**src/rtl/seq_game_pkg.sv**
```systemverilog
// Shared types for the sequence-memory game datapath:
// sequence ROM contents, LED mux encodings and scoring FSM states.
package seq_game_pkg;

    localparam logic [1:0] LED_OFF   = 2'b00;
    localparam logic [1:0] LED_EXP   = 2'b01;
    localparam logic [1:0] LED_BTN   = 2'b10;
    localparam logic [1:0] LED_BLINK = 2'b11;

    typedef enum logic [1:0] {
        SC_IDLE,
        SC_RD,
        SC_ACC,
        SC_DONE
    } score_state_e;

    // One-hot sequence word; each bank is the base walk rotated by 3 buttons.
    function automatic logic [31:0] rom_word(
        input int bank,
        input int addr,
        input int n_btn
    );
        return 32'd1 << ((addr + 3 * bank) % n_btn);
    endfunction

endpackage

```
**src/rtl/seq_game_datapath_p_if.sv**
```systemverilog
// Scoring handshake between the game controller and the datapath:
// start/clear strobes in, running score with busy/done status out.
interface seq_game_datapath_p_if #(
    parameter int SCORE_W = 8
);
    logic               score_clr;
    logic               score_start;
    logic [SCORE_W-1:0] score;
    logic               score_busy;
    logic               score_done;

    modport master (
        output score_clr, score_start,
        input  score, score_busy, score_done
    );

    modport slave (
        input  score_clr, score_start,
        output score, score_busy, score_done
    );
endinterface

```
**src/rtl/seq_game_score_unit.sv**
```systemverilog
// Self-sequenced scorer: walks the per-round error RAM up to the current
// limit and deducts a weighted penalty from the score, saturating at zero.
module seq_game_score_unit
    import seq_game_pkg::*;
#(
    parameter  int DEPTH      = 16,
    parameter  int ERR_W      = 4,
    parameter  int SCORE_W    = 8,
    parameter  int SCORE_INIT = 100,
    localparam int ADDR_W     = $clog2(DEPTH)
) (
    input  logic                clock,
    input  logic                reset,
    seq_game_datapath_p_if.slave sif,
    input  logic [ADDR_W-1:0]   limit,
    output logic [ADDR_W-1:0]   rd_idx,
    input  logic [ERR_W-1:0]    rd_data
);

    score_state_e       state;
    score_state_e       state_n;
    logic [ADDR_W-1:0]  idx;
    logic [SCORE_W-1:0] score_q;
    logic [31:0]        ded;
    logic [31:0]        score_ext;
    logic [31:0]        score_sub;

    always_ff @(posedge clock or posedge reset) begin
        if (reset)               state <= SC_IDLE;
        else if (sif.score_clr)  state <= SC_IDLE;
        else                     state <= state_n;
    end

    always_comb begin
        state_n = state;
        unique case (state)
            SC_IDLE: if (sif.score_start) state_n = SC_RD;
            SC_RD:   state_n = SC_ACC;
            SC_ACC:  state_n = (idx == limit) ? SC_DONE : SC_RD;
            SC_DONE: state_n = SC_IDLE;
        endcase
    end

    always_comb begin
        sif.score_busy = (state == SC_RD) || (state == SC_ACC);
        sif.score_done = (state == SC_DONE);
        rd_idx         = idx;
    end

    // Earlier rounds weigh more; only every second error costs points.
    assign ded       = (32'(DEPTH - 1) - 32'(idx)) * 32'(rd_data >> 1);
    assign score_ext = 32'(score_q);
    assign score_sub = (score_ext > ded) ? score_ext - ded : 32'd0;

    always_ff @(posedge clock or posedge reset) begin
        if (reset) begin
            idx     <= '0;
            score_q <= SCORE_W'(SCORE_INIT);
        end else if (sif.score_clr) begin
            score_q <= SCORE_W'(SCORE_INIT);
        end else if (state == SC_IDLE && sif.score_start) begin
            idx <= '0;
        end else if (state == SC_ACC) begin
            score_q <= SCORE_W'(score_sub);
            idx     <= idx + 1'b1;
        end
    end

    assign sif.score = score_q;

endmodule

```
**src/rtl/seq_game_datapath_p.sv**
```systemverilog
// Datapath for the sequence-memory game: counters, sequence ROM, press
// detection, timers, LED mux, error RAM and the scoring unit.
module seq_game_datapath_p
    import seq_game_pkg::*;
#(
    parameter  int N_BTN       = 7,
    parameter  int DEPTH       = 16,
    parameter  int N_BANKS     = 2,
    parameter  int ERR_W       = 4,
    parameter  int SCORE_W     = 8,
    parameter  int SCORE_INIT  = 100,
    parameter  int TIMEOUT_CYC = 5000,
    parameter  int BLINK_CYC   = 500,
    localparam int ADDR_W      = $clog2(DEPTH),
    localparam int BANK_W      = (N_BANKS > 1) ? $clog2(N_BANKS) : 1
) (
    input  logic                 clock,
    input  logic                 reset,
    input  logic [N_BTN-1:0]     btn,
    input  logic [BANK_W-1:0]    bank_sel,
    input  logic [ADDR_W-1:0]    level_len,
    input  logic                 clr_limit,
    input  logic                 inc_limit,
    input  logic                 clr_addr,
    input  logic                 inc_addr,
    input  logic                 load_play,
    input  logic                 clr_timeout,
    input  logic                 cnt_timeout,
    input  logic                 clr_blink,
    input  logic                 cnt_blink,
    input  logic [1:0]           led_mode,
    input  logic                 err_clr,
    input  logic                 err_inc,
    input  logic                 err_write,
    input  logic                 err_clr_mem,
    seq_game_datapath_p_if.slave sif,
    output logic                 limit_at_level,
    output logic                 addr_eq_limit,
    output logic                 addr_last,
    output logic                 play_match,
    output logic                 play_pulse,
    output logic                 multi_press,
    output logic                 timeout,
    output logic                 blink_tick,
    output logic [N_BTN-1:0]     leds,
    output logic [ADDR_W-1:0]    db_limit,
    output logic [ADDR_W-1:0]    db_addr,
    output logic [N_BTN-1:0]     db_expected,
    output logic [N_BTN-1:0]     db_play
);

    localparam logic [ADDR_W-1:0] LAST    = ADDR_W'(DEPTH - 1);
    localparam logic [ERR_W-1:0]  ERR_MAX = '1;

    logic [ADDR_W-1:0] limit, addr, rd_idx;
    logic [N_BTN-1:0]  play, expected;
    logic [BANK_W-1:0] bank_eff;
    logic              rom_vld, q0, q1, blink_phase;
    logic [ERR_W-1:0]  err_cnt, rd_data;
    logic [ERR_W-1:0]  err_mem [DEPTH];
    logic [1:0]        tmr_en, tmr_clr, tmr_tick;

    always_ff @(posedge clock or posedge reset) begin
        if (reset)          limit <= '0;
        else if (clr_limit) limit <= '0;
        else if (inc_limit) limit <= (limit == LAST) ? '0 : limit + 1'b1;
    end

    always_ff @(posedge clock or posedge reset) begin
        if (reset)         addr <= '0;
        else if (clr_addr) addr <= '0;
        else if (inc_addr) addr <= (addr == LAST) ? '0 : addr + 1'b1;
    end

    assign bank_eff = (int'(bank_sel) < N_BANKS) ? bank_sel : '0;

    // rom_vld keeps play_match low until the first ROM word has been read.
    always_ff @(posedge clock or posedge reset) begin
        if (reset) begin
            expected <= '0;
            rom_vld  <= 1'b0;
            play     <= '0;
            q0       <= 1'b0;
            q1       <= 1'b0;
        end else begin
            expected <= N_BTN'(rom_word(int'(bank_eff), int'(addr), N_BTN));
            rom_vld  <= 1'b1;
            q0       <= |btn;
            q1       <= q0;
            if (load_play) play <= btn;
        end
    end

    assign play_match  = rom_vld && (expected == play);
    assign play_pulse  = q0 & ~q1;
    assign multi_press = |(btn & (btn - N_BTN'(1)));

    assign tmr_en  = {cnt_blink, cnt_timeout};
    assign tmr_clr = {clr_blink, clr_timeout};

    for (genvar g = 0; g < 2; g++) begin : g_tmr
        localparam int M  = (g == 0) ? TIMEOUT_CYC : BLINK_CYC;
        localparam int TW = (M > 1) ? $clog2(M) : 1;
        logic [TW-1:0] cnt;
        assign tmr_tick[g] = tmr_en[g] && (cnt == TW'(M - 1));
        always_ff @(posedge clock or posedge reset) begin
            if (reset)           cnt <= '0;
            else if (tmr_clr[g]) cnt <= '0;
            else if (tmr_en[g])  cnt <= tmr_tick[g] ? '0 : cnt + 1'b1;
        end
    end

    assign timeout    = tmr_tick[0];
    assign blink_tick = tmr_tick[1];

    always_ff @(posedge clock or posedge reset) begin
        if (reset)           blink_phase <= 1'b0;
        else if (blink_tick) blink_phase <= ~blink_phase;
    end

    always_comb begin
        leds = '0;
        unique case (led_mode)
            LED_OFF:   leds = '0;
            LED_EXP:   leds = expected;
            LED_BTN:   leds = btn;
            LED_BLINK: leds = blink_phase ? expected : '0;
        endcase
    end

    always_ff @(posedge clock or posedge reset) begin
        if (reset)        err_cnt <= '0;
        else if (err_clr) err_cnt <= '0;
        else if (err_inc && err_cnt != ERR_MAX) err_cnt <= err_cnt + 1'b1;
    end

    // The scorer owns the RAM while busy; round writes are dropped then.
    always_ff @(posedge clock or posedge reset) begin
        if (reset) begin
            for (int i = 0; i < DEPTH; i++) err_mem[i] <= '0;
        end else if (err_clr_mem) begin
            for (int i = 0; i < DEPTH; i++) err_mem[i] <= '0;
        end else if (err_write && !sif.score_busy) begin
            err_mem[limit] <= err_cnt;
        end
    end

    always_ff @(posedge clock or posedge reset) begin
        if (reset) rd_data <= '0;
        else       rd_data <= err_mem[rd_idx];
    end

    seq_game_score_unit #(
        .DEPTH      (DEPTH),
        .ERR_W      (ERR_W),
        .SCORE_W    (SCORE_W),
        .SCORE_INIT (SCORE_INIT)
    ) u_score (
        .clock   (clock),
        .reset   (reset),
        .sif     (sif),
        .limit   (limit),
        .rd_idx  (rd_idx),
        .rd_data (rd_data)
    );

    assign limit_at_level = (limit == level_len);
    assign addr_eq_limit  = (addr == limit);
    assign addr_last      = (addr == LAST);
    assign db_limit       = limit;
    assign db_addr        = addr;
    assign db_expected    = expected;
    assign db_play        = play;

endmodule

```
**src/flat_wrapper.sv**
```systemverilog
// flat-port wrapper written by rule: the top's interface ports become plain ports
module seq_game_datapath_p_flat import seq_game_pkg::*;
#(
    parameter  int N_BTN       = 7,
    parameter  int DEPTH       = 16,
    parameter  int N_BANKS     = 2,
    parameter  int ERR_W       = 4,
    parameter  int SCORE_W     = 8,
    parameter  int SCORE_INIT  = 100,
    parameter  int TIMEOUT_CYC = 5000,
    parameter  int BLINK_CYC   = 500,
    localparam int ADDR_W      = $clog2(DEPTH),
    localparam int BANK_W      = (N_BANKS > 1) ? $clog2(N_BANKS) : 1
)
  (clock, reset, btn, bank_sel, level_len, clr_limit, inc_limit, clr_addr, inc_addr, load_play, clr_timeout, cnt_timeout, clr_blink, cnt_blink, led_mode, err_clr, err_inc, err_write, err_clr_mem, limit_at_level, addr_eq_limit, addr_last, play_match, play_pulse, multi_press, timeout, blink_tick, leds, db_limit, db_addr, db_expected, db_play, sif_score_clr, sif_score_start, sif_score, sif_score_busy, sif_score_done);
  seq_game_datapath_p_if #(.SCORE_W(SCORE_W)) sif_i ();
  input  logic clock;
  input  logic reset;
  input  logic [N_BTN-1:0] btn;
  input  logic [BANK_W-1:0] bank_sel;
  input  logic [ADDR_W-1:0] level_len;
  input  logic clr_limit;
  input  logic inc_limit;
  input  logic clr_addr;
  input  logic inc_addr;
  input  logic load_play;
  input  logic clr_timeout;
  input  logic cnt_timeout;
  input  logic clr_blink;
  input  logic cnt_blink;
  input  logic [1:0] led_mode;
  input  logic err_clr;
  input  logic err_inc;
  input  logic err_write;
  input  logic err_clr_mem;
  output logic limit_at_level;
  output logic addr_eq_limit;
  output logic addr_last;
  output logic play_match;
  output logic play_pulse;
  output logic multi_press;
  output logic timeout;
  output logic blink_tick;
  output logic [N_BTN-1:0] leds;
  output logic [ADDR_W-1:0] db_limit;
  output logic [ADDR_W-1:0] db_addr;
  output logic [N_BTN-1:0] db_expected;
  output logic [N_BTN-1:0] db_play;
  input wire logic [$bits(sif_i.score_clr)-1:0] sif_score_clr;
  input wire logic [$bits(sif_i.score_start)-1:0] sif_score_start;
  output wire logic [$bits(sif_i.score)-1:0] sif_score;
  output wire logic [$bits(sif_i.score_busy)-1:0] sif_score_busy;
  output wire logic [$bits(sif_i.score_done)-1:0] sif_score_done;
  assign sif_i.score_clr = sif_score_clr;
  assign sif_i.score_start = sif_score_start;
  assign sif_score = sif_i.score;
  assign sif_score_busy = sif_i.score_busy;
  assign sif_score_done = sif_i.score_done;
  seq_game_datapath_p #(.N_BTN(N_BTN), .DEPTH(DEPTH), .N_BANKS(N_BANKS), .ERR_W(ERR_W), .SCORE_W(SCORE_W), .SCORE_INIT(SCORE_INIT), .TIMEOUT_CYC(TIMEOUT_CYC), .BLINK_CYC(BLINK_CYC)) u_core (.clock(clock), .reset(reset), .btn(btn), .bank_sel(bank_sel), .level_len(level_len), .clr_limit(clr_limit), .inc_limit(inc_limit), .clr_addr(clr_addr), .inc_addr(inc_addr), .load_play(load_play), .clr_timeout(clr_timeout), .cnt_timeout(cnt_timeout), .clr_blink(clr_blink), .cnt_blink(cnt_blink), .led_mode(led_mode), .err_clr(err_clr), .err_inc(err_inc), .err_write(err_write), .err_clr_mem(err_clr_mem), .sif(sif_i), .limit_at_level(limit_at_level), .addr_eq_limit(addr_eq_limit), .addr_last(addr_last), .play_match(play_match), .play_pulse(play_pulse), .multi_press(multi_press), .timeout(timeout), .blink_tick(blink_tick), .leds(leds), .db_limit(db_limit), .db_addr(db_addr), .db_expected(db_expected), .db_play(db_play));
endmodule
```
**config.mk**
```make
export PLATFORM = sky130hd
export DESIGN_NAME = seq_game_datapath_p_flat
export DESIGN_NICKNAME = d
export VERILOG_FILES = /design/src/rtl/seq_game_pkg.sv /design/src/rtl/seq_game_datapath_p_if.sv /design/src/rtl/seq_game_score_unit.sv /design/src/rtl/seq_game_datapath_p.sv /design/src/flat_wrapper.sv
export SDC_FILE = /design/constraint.sdc
export NUM_CORES = 1
export LEC_CHECK = 0
export CAP_MARGIN = 20
export CORE_UTILIZATION = 48
export CTS_BUF_LIST = sky130_fd_sc_hd__clkbuf_8 sky130_fd_sc_hd__clkbuf_16
export CTS_CLUSTER_DIAMETER = 80
export DETAILED_ROUTE_END_ITERATION = 10
export PLACE_DENSITY_LB_ADDON = 0.2
export SYNTH_ARGS = -nofsm -noshare
export SYNTH_HDL_FRONTEND = slang
export SYNTH_HIERARCHICAL = 1
export SYNTH_SLANG_ARGS = --single-unit
export TNS_END_PERCENT = 30
```
**constraint.sdc**
```tcl
create_clock -name clock -period 9.4 [get_ports clock]
set_input_delay 2.82 -clock clock [delete_from_list [all_inputs] [get_ports clock]]
set_output_delay 2.82 -clock clock [all_outputs]
set_load 0.01 [all_outputs]
```
* Yosys cells after proc, flatten, opt, wreduce, memory -nomap -nowiden
Index checks and enable logic that the tools add are counted. W data, S select, Z words.
Storage, ports and cells: register bits 134, input bits 31, output and inout port bits 47, logic and storage cells 130
Cells by class: add/sub/neg operators 10, $mul 2, divide/modulo/power cells 1, order comparisons 4, eq/ne operators 17, shift operators 1, muxes and demuxes 34, bitwise gates (word level) 7, reductions and logical operators 23
Operators by type and width (number):
- $mux W64 | 2
- $bwmux W64 | 1
- $mux W4 | 13
- $mux W13 | 3
- $add A5 B32 Y32 | 1
- $gt A8 B32 Y1 | 1
- $mod A32 B4 Y32 const B | 1
- $mux W8 | 4
- $shl A1 B32 Y7 const A | 1
- $pmux W7 S4 | 1
- $mux W9 | 3
- $add A4 B1 Y4 const B | 4
- $bmux W4 S4 | 1
- $demux W4 S4 | 1
- $reduce_bool A2 Y1 | 8
- $reduce_or A7 Y1 | 2
- $add A13 B1 Y13 const B | 1
- $eq A13 B13 Y1 const B | 1
- $eq A4 B4 Y1 | 3
- $ge A5 B5 Y1 const B | 2
- $not A4 Y5 | 2
- $add A9 B1 Y9 const B | 1
- $eq A9 B9 Y1 const B | 1
- $mul A5 B4 Y9 | 1
- 23 further kinds | 40

* Logic depth before layout (Yosys ltp)
Gate-level depths: netlist of the first run.
depth in word-level cells 8, gate-level depth with buffers 18, gate-level depth less buffers 18

* Hierarchy
The synthesis of the first run kept the hierarchy.
Modules (own cells, without submodules):
- seq_game_datapath_p | times used 1, cells an instance 661, area an instance 6442.4 um^2, sequential area each 3002.9 um^2
- seq_game_score_unit | times used 1, cells an instance 160, area an instance 1445.1 um^2, sequential area each 354.1 um^2

* Worst setup path after synthesis of the first run
OpenSTA, ideal clock, no wires.
path kind input to output, start point input cnt_timeout, end point output timeout, data arrival time 3972 ps, required time 6580 ps, setup slack 2608 ps, stages on the path 6, path buffers 1, path through clkbuf_1 > nand2_1 > nor3_1 > nand4b_1 > or4_1 > inv_1
On the way: longest elaborated chain between the ends 1
RTL lines:
- from (decl) | RTL line flat_wrapper.sv:28 | input logic cnt_timeout;
- $logic_and A1 B1 Y1 | RTL line seq_game_datapath_p.sv:105 | assign tmr_tick[g] = tmr_en[g] && (cnt == TW'(M - 1));
- to (decl) | RTL line flat_wrapper.sv:42 | output logic timeout;
Every way passes these cells.

* Worst setup path after layout of the first run
Same ends and word-level chain as after synthesis.

==> results of run 1 <==
-- layer usage --
metal / global-route usage [%] / vias up
met5: 0 / -
met4: 7.455 / 0
met3: 5.357 / 16
met2: 39.34 / 162
met1: 29.96 / 2847
li1: - / 2768
-- final timing paths --
check                                                    from                                  to  slack, ns  cells after the start
min in group asynchronous                               reset  u_core/g_tmr[1].cnt[6]$_DFFE_PP0P_       2.77                      2
worst max register to register  u_core/db_addr[1]$_DFFE_PP0P_     u_core/db_expected[3]$_DFF_PP0_       4.76                     18
max in group asynchronous                               reset      u_core/err_mem[45]$_DFFE_PP0P_       5.35                      3
worst max-delay path                              cnt_timeout                             timeout       1.62                      7
worst min register to register            u_core/q0$_DFF_PP0_                 u_core/q1$_DFF_PP0_       0.37                      0
worst min-delay path                      u_core/q0$_DFF_PP0_                 u_core/q1$_DFF_PP0_       0.37                      0
-- area by class of cell --
| cell class | count | area, µm² |
|---|---|---|
| fillers | 1269 | 5989 |
| clock inverters | 14 | 151.4 |
| multi-input cells | 565 | 3906 |
| flip-flops and latches | 117 | 2932 |
| well taps | 184 | 230.2 |
| repair buffers | 79 | 785.8 |
| inverters | 26 | 100.1 |
| clock buffers | 18 | 439.2 |
-- sequential cells by signal (all words and copies together), names as in the netlist, 2 cells and up --
signal and flops:
u_core/err_cnt 4, u_core/rd_data 3, u_core/u_score/rd_idx 4, u_core/db_addr 4, u_core/u_score/state 2, u_core/db_limit 4, u_core/db_play 7, u_core/g_tmr.cnt 22
u_core/err_mem 48, u_core/db_expected 7, u_core/u_score/sif.score 8
-- placed cells by master (no fill, tap or decap), types with 5 or more instances in the layout --
master and instances:
a21o_1 5, a21oi_1 68, a22o_1 7, and3_1 5
clkbuf_16 17, clkdlybuf4s50_1 77, dfrtp_1 114, ha_1 36
inv_1 25, mux2_2 9, mux2i_1 12, mux4_2 15
nand2_1 86, nand2b_1 5, nand3_1 53, nand4_1 12
nor2_1 73, nor2b_1 20, nor3_1 10, o21ai_0 10
xnor2_1 19, xor2_1 30
-- where the power goes --
| group | internal, mW | switching (mW) | leakage [nW] |
|---|---|---|---|
| sequential | 0.517 | 0.0321 | 1.58 |
| clock | 0.399 | 0.242 | 0.287 |
| combinational | 0.0880 | 0.0979 | 1.76 |
| total | 1.00 | 0.372 | 3.62 |
-- worst max-delay path: stages --
cell and delay, ns:
clkdlybuf4s50_1 0.63, nand2_1 0.08, nor3_1 0.15, nand4b_1 0.11
or4_1 0.55, inv_1 0.08, clkdlybuf4s50_1 0.53
==> impl_metrics.yaml, run 1 <==
outcome:
  outcome: "complete, but fails checks"
  violations: "design-rule violations"
grt:
  grt_pass1_wl_um: 27810
  grt_start_max_net_pins: 77
  grt_antenna_before_repair: 0
  globalRouteOverflowTotal: 0
  grt_pass1_vias: 5761
  groute.usage.overall_pct: 23.46
clock_network:
  ctsHoldBuffers: 0
  clkTransAtPathRegs_ns: 0.05
  cts_tree: "built"
  htree_num_levels: 4
  clock-sinks: 117
  ctsResizeCount: 0
  numCtsBuffers: 17
  clockBufferDepth: 2
  postCtsSetupRepairBufs: 0
  ctsRootBufferMaster: "clkbuf_16"
  clk_latency_ns: 0.42
cells_and_area:
  area.growth.synth_to_final_pct: 19.91
  nNetsFinal: 877
  n_antenna_cell: 0
  drive_gt1_share_pct: 9.768
  fin_util_pct: 58.79
  finish.cell_count_without_fillers: 1003
  fin_area_um2: 8544
synthesis:
  syn_nets: 823
  syn_area_per_cell_um2: 9.476
  syn_inst: 752
  synth_area_um2: 7126
  synth.yosys.warnings: 6
setup_path:
  endpoint_kind: "output pin"
  cp_max_fo: 9
  crit_arrival_ns: 4.96
  required_ns: 6.58
  startpoint_type: "primary input"
  crit_type: "primary input to output pin"
die:
  die-area_um2: 15340
  die_y_um: 123.8
  die_w_um: 123.8
  start_util_pct: 49.03
  rows: 44
  ios: 78
  core-area_um2: 14530
power_and_ir_drop:
  p_leak_nw: 3.623
  p_total_mw: 1.375
  pwr_density_cell_nw_per_um2: 161.0
  vdd_drop_max_mv: 0.1120
drt:
  wirelength_um: 16730
  drc: 1
  dr_wl_met3_um: 795
  dr.max_layer_used: "met4"
  drt_iter0_drc: 415
  drt-met1-wl_um: 7316
  antenna_left: 0
  dr_wl_met2_um: 8449
  first_pass_iters: 8
  wl_per_cell_um: 16.68
  vias_per_cell: 5.776
  vias: 5793
run:
  drv_cap: 0
timing:
  fin_crit_ns: 7.776
  setup_viol: 0
  fin_setup_tns_ns: 0
  slew_viol_final: 0
  fin_skew_ns: 0.007982
  max_slew.worst_pin.slew_ns: 1.070
  slew_headroom_pct: 28.38
  hold_slack_ns: 0.3679
  hold_viol_final: 0
  rsz0062_at_grt: "false"
  fmax_mhz: 128.6
  worst_slack_ns: 1.624
  period_share_pct: 82.72
placement:
  place.gp.congestion: 0.8286
  placed_area_um2: 7954
  place_hpwl_um: 11740
  pre_cts_slack_ns: 1.643
  port_buffers: 77
  place_inst: 971
min_path:
  hold_path.class: "flip-flop to flip-flop"
(Power assumes the default switching activity.)
==> run 2, diff against run 1 <==
Clock period 9.4 ns to 7.9 ns, I/O delays scaled along.
==> run 2 against run 1 <==
  * The run now ends clean
  * Routed wire length rose by 1.7%
  * Register-to-register slack lost 1.4 ns
  * Clock skew hardly changed
  * Sequential share of layout area fell by 0.29 points
  * Die area unchanged
  * Sequential power up 17%
  * Worst setup slack got worse by 0.67 ns
  * Global-route usage increased by 0.14 points
  * Critical path type unchanged
  * Critical endpoint unchanged
  * Largest power group unchanged
==> impl_metrics.yaml, run 2 (same netlist as run 1, synthesis figures left out) <==
drt:
  drt_iter0_drc: 340
  wl_per_cell_um: 16.94
  wirelength_um: 17010
  drc: 0
  antenna_left: 0
  first_pass_iters: 4
  vias_per_cell: 5.786
  vias: 5809
timing:
  fin_crit_ns: 6.943
  setup_viol: 0
  fmax_mhz: 144.0
  hold_viol_final: 0
  period_share_pct: 87.89
  slew_headroom_pct: 29.72
  fin_setup_tns_ns: 0
  slew_viol_final: 0
  fin_skew_ns: 0.008333
  rsz0062_at_grt: "false"
  max_slew.worst_pin.slew_ns: 1.050
die:
  start_util_pct: 49.03
  die_w_um: 123.8
  die-area_um2: 15340
  die_y_um: 123.8
  ios: 78
  core-area_um2: 14530
  rows: 44
clock_network:
  ctsResizeCount: 0
  htree_num_levels: 4
  clockBufferDepth: 2
  clkTransAtPathRegs_ns: 0.05
  clock-sinks: 117
  cts_tree: "built"
  ctsHoldBuffers: 0
  numCtsBuffers: 17
  postCtsSetupRepairBufs: 0
  clk_latency_ns: 0.42
  ctsRootBufferMaster: "clkbuf_16"
outcome:
  outcome: "complete, no violations"
placement:
  place.gp.congestion: 0.8457
  place_hpwl_um: 11660
  port_buffers: 77
grt:
  grt_pass1_vias: 5664
  globalRouteOverflowTotal: 0
  use_met1_pct: 29.76
  grt_util_met2_pct: 40.00
  grt_pass1_wl_um: 27690
  groute.usage.overall_pct: 23.61
  grt_antenna_before_repair: 0
  grt.met3_usage_pct: 4.625
  top_usage_layer: "met2"
  grt_start_max_net_pins: 77
cells_and_area:
  n_antenna_cell: 0
  regMostFlops: "u_core/err_mem"
  fin_util_pct: 59.30
  largest_reg_flops: 48
  layout_common_cells: "114 x dfrtp_1, 86 x nand2_1, 77 x clkdlybuf4s50_1, 73 x nor2_1, 68 x a21oi_1"
  area.growth.synth_to_final_pct: 20.95
  drive_gt1_share_pct: 9.756
  fillers: 1226
  nNetsFinal: 878
  final_common_cell: "dfrtp_1"
setup_path:
  cp-endpoint: "timeout"
  timing.rr.end: "u_core/db_expected[1]$_DFF_PP0_"
  required_ns: 5.53
  startpoint_type: "primary input"
  endpoint_kind: "output pin"
  crit_arrival_ns: 4.57
  cp_max_fo: 9
  r2r_start: "u_core/db_addr[0]$_DFFE_PP0P_"
  r2r_cells: 17
  crit_type: "primary input to output pin"
  rrSetupSlack_ns: 3.37
  crit_start: "cnt_timeout"
min_path:
  hold_path.class: "flip-flop to flip-flop"
  worstHoldStart: "u_core/q0$_DFF_PP0_"
power_and_ir_drop:
  vdd_drop_max_mv: 0.1443
  p_leak_nw: 3.662
  pwr_density_cell_nw_per_um2: 199.1
run:
  drv_cap: 0
## run 2: changes by cell type in the layout (fill, tap and decap cells not counted), moves of 2 or more
cell,previous run,this run
clkinv_2,3,5
clkinv_4,4,1
inv_6,3,1
bufinv_16,2,5
## run 2: routing by layer
| layer | up-vias | part of all wire [%] |
|---|---|---|
| met4 | 0 | 1.5 |
| met2 | 153 | 51 |
| li1 | 2769 | - |
| met1 | 2866 | 43 |
| met3 | 21 | 4.9 |
| met5 | - | 0 |
## run 2: critical path: stages
cell             delay [ns]
clkdlybuf4s50_1        0.62
nand2_1                0.10
nor3_1                 0.20
nand4b_1               0.12
or4_1                  0.55
inv_1                  0.08
clkdlybuf4s50_1        0.53
## run 2: how the worst min path moves through the flow
stage | to | cells past startpoint | slack (ns)
floorplan | u_core/q1$_DFF_PP0_ | 0 | 0.35
global placement | u_core/q1$_DFF_PP0_ | 0 | 0.35
detailed placement | u_core/q1$_DFF_PP0_ | 0 | 0.36
CTS | u_core/q1$_DFF_PP0_ | 0 | 0.38
global route | u_core/q1$_DFF_PP0_ | 0 | 0.40
finish | u_core/q1$_DFF_PP0_ | 0 | 0.37
## run 2: power by group
part           internal (mW)  leakage (nW)  switching [mW]  total [mW]
combinational          0.111          1.77           0.128       0.240
sequential             0.616          1.58          0.0279       0.644
clock                  0.556         0.314           0.276       0.832
## run 2: area by class of cell
class	count	area [µm²]	share of cell area, %
Multi-Input combinational cell	565	3906	45.33
Sequential cell	117	2932	34.02
Timing Repair Buffer	80	813.3	9.437
Clock buffer	17	425.4	4.936
Tap cell	184	230.2	2.671
Clock inverter	15	211.5	2.454
Inverter	26	100.1	1.161
## run 2: through the flow
| step | cell area (µm²) | power [mW] | hold slack, ns | instances | worst slack, ns |
|---|---|---|---|---|---|
| 3_5_place_dp | 7954 | 0.8843 | 0.3612 | 971 | 1.026 |
| 3_3_place_gp | 7954 | 0.8766 | 0.3534 | 971 | 1.090 |
| 6_report | 8618 | 1.716 | 0.3737 | 1004 | 0.9570 |
| 2_1_floorplan | 7126 | 0.7955 | 0.3465 | 752 | 2.008 |
| 5_1_grt | 8618 | 1.783 | 0.3951 | 1004 | 0.8477 |
| 4_1_cts | 8591 | 1.722 | 0.3807 | 1003 | 0.9600 |
==> run 3, diff against run 2 <==
Settings changed: CORE_UTILIZATION 48 to 39.
==> run 3 against run 2 <==
  * Non-clock buffer count up 1
  * Highest routed layer unchanged
  * Cell count increased by 4.6%
  * Clock skew fell by 0.0017 ns
  * Worst hold slack got worse by 0.0050 ns
  * Register-to-register slack about the same
  * Critical path type unchanged
  * Via count is 1.7% lower
  * Flip-flop and latch count is the same
  * Sequential share of layout area down 0.22 points
  * Fmax grew 1.3%
  * Total power fell by 0.11%
  * Clock-buffer cell count up 1
==> impl_metrics.yaml, run 3 (same netlist as run 1, synthesis figures left out) <==
clock_network:
  clkTransAtPathRegs_ns: 0.05
  numCtsBuffers: 17
  clock-sinks: 117
  postCtsSetupRepairBufs: 0
  ctsRootBufferMaster: "clkbuf_16"
  cts_tree: "built"
  clockBufferDepth: 2
  clk_latency_ns: 0.42
  htree_num_levels: 4
  ctsHoldBuffers: 0
  ctsResizeCount: 0
power_and_ir_drop:
  p_sw_share_pct: 24.92
  clkPwrFrac_pct: 48.9
  p_leak_nw: 3.660
  internal_power_mw: 1.287
  vdd_drop_max_mv: 0.1467
  p_seq_share_pct: 37.4
  pwr_density_cell_nw_per_um2: 197.6
  p_sw_mw: 0.4271
  power.share.combinational_pct: 13.7
  p_total_mw: 1.714
grt:
  globalRouteOverflowTotal: 0
  grt_antenna_before_repair: 0
  groute.usage.overall_pct: 19.48
  grt_pass1_vias: 5642
  grt_pass1_wl_um: 28300
  grt_start_max_net_pins: 74
timing:
  rsz0062_at_grt: "false"
  fin_skew_ns: 0.006590
  slew_headroom_pct: 36.26
  fin_crit_ns: 6.851
  hold_slack_ns: 0.3688
  worst_slack_ns: 1.049
  hold_viol_final: 0
  slew_viol_final: 0
  max_slew.worst_pin.slew_ns: 0.9525
  fin_setup_tns_ns: 0
  setup_viol: 0
  fmax_mhz: 146.0
  period_share_pct: 86.73
die:
  ios: 78
  die-area_um2: 18820
  start_util_pct: 39.67
  core-area_um2: 17960
  die_w_um: 137.2
  rows: 49
  die_y_um: 137.2
setup_path:
  crit_arrival_ns: 4.48
  endpoint_kind: "output pin"
  startpoint_type: "primary input"
  cp_max_fo: 9
  crit_type: "primary input to output pin"
  required_ns: 5.53
cells_and_area:
  area.growth.synth_to_final_pct: 21.72
  regMostFlops: "u_core/err_mem"
  n_antenna_cell: 0
  finish.cell_count_without_fillers: 1050
  drive_gt1_share_pct: 9.866
  layout_common_cells: "114 x dfrtp_1, 86 x nand2_1, 77 x clkdlybuf4s50_1, 73 x nor2_1, 68 x a21oi_1"
  final_common_cell: "dfrtp_1"
  nNetsFinal: 879
  fin_util_pct: 48.28
  largest_reg_flops: 48
  fin_area_um2: 8673
drt:
  drt_iter0_drc: 373
  antenna_left: 0
  drc: 0
  wirelength_um: 17030
  vias: 5710
  wl_per_cell_um: 16.22
  vias_per_cell: 5.438
  first_pass_iters: 5
placement:
  port_buffers: 77
  place_inst: 1018
  place.gp.congestion: 0.8572
  placed_area_um2: 8025
  place_hpwl_um: 12160
  pre_cts_slack_ns: 1.033
outcome:
  outcome: "complete, no violations"
run:
  drv_cap: 0
min_path:
  hold_path.class: "flip-flop to flip-flop"
[run 3: cell count changes in the layout (fill, tap and decap cells not counted), sizes merged]
| cell | delta |
|---|---|
| buf | +1 |
| clkbuf | +1 |
| clkinv | -1 |
| clkinvlp | +1 |
| inv | -1 |
[run 3: metal layers]
layer | up-vias | track usage [%] | routed length [µm]
met5 | - | 0 | 0
met4 | 0 | 7.753 | 293
met3 | 20 | 4.452 | 673
met2 | 128 | 32.97 | 8647
met1 | 2785 | 23.96 | 7418
li1 | 2777 | - | -
[run 3: critical path: stages]
cell             delay (ns)
clkdlybuf4s50_1        0.62
nand2_1                0.09
nor3_1                 0.14
nand4b_1               0.11
or4_1                  0.55
inv_1                  0.09
clkdlybuf4s50_1        0.53
[run 3: final timing paths]
check | from | to | slack (ns) | depth (start not counted)
max in group asynchronous | reset | u_core/err_mem[34]$_DFFE_PP0P_ | 4.32 | 3
min in group asynchronous | reset | u_core/g_tmr[1].cnt[3]$_DFFE_PP0P_ | 2.32 | 2
setup reg to reg | u_core/db_addr[0]$_DFFE_PP0P_ | u_core/db_expected[1]$_DFF_PP0_ | 3.37 | 17
hold / removal | u_core/q0$_DFF_PP0_ | u_core/q1$_DFF_PP0_ | 0.37 | 0
hold reg to reg | u_core/q0$_DFF_PP0_ | u_core/q1$_DFF_PP0_ | 0.37 | 0
setup / recovery | cnt_timeout | timeout | 1.05 | 7
[run 3: cell type report]
class / count / area [µm²]
fillers: 1656 / 9290
repair buffers: 81 / 800.8
well taps: 229 / 286.5
multi-input cells: 565 / 3906
clock buffers: 18 / 439.2
clock inverters: 14 / 209.0
inverters: 26 / 100.1
flip-flops and latches: 117 / 2932
[run 3: power by group through the flow]
| stage | registers [mW] | logic (mW) | clock network (mW) |
|---|---|---|---|
| final | 0.642 | 0.235 | 0.838 |
| after global routing | 0.644 | 0.258 | 0.884 |
| after CTS | 0.642 | 0.238 | 0.858 |
| after detailed placement | 0.652 | 0.237 | 0 |
| after global placement | 0.652 | 0.231 | 0 |
| after floorplan | 0.647 | 0.149 | 0 |
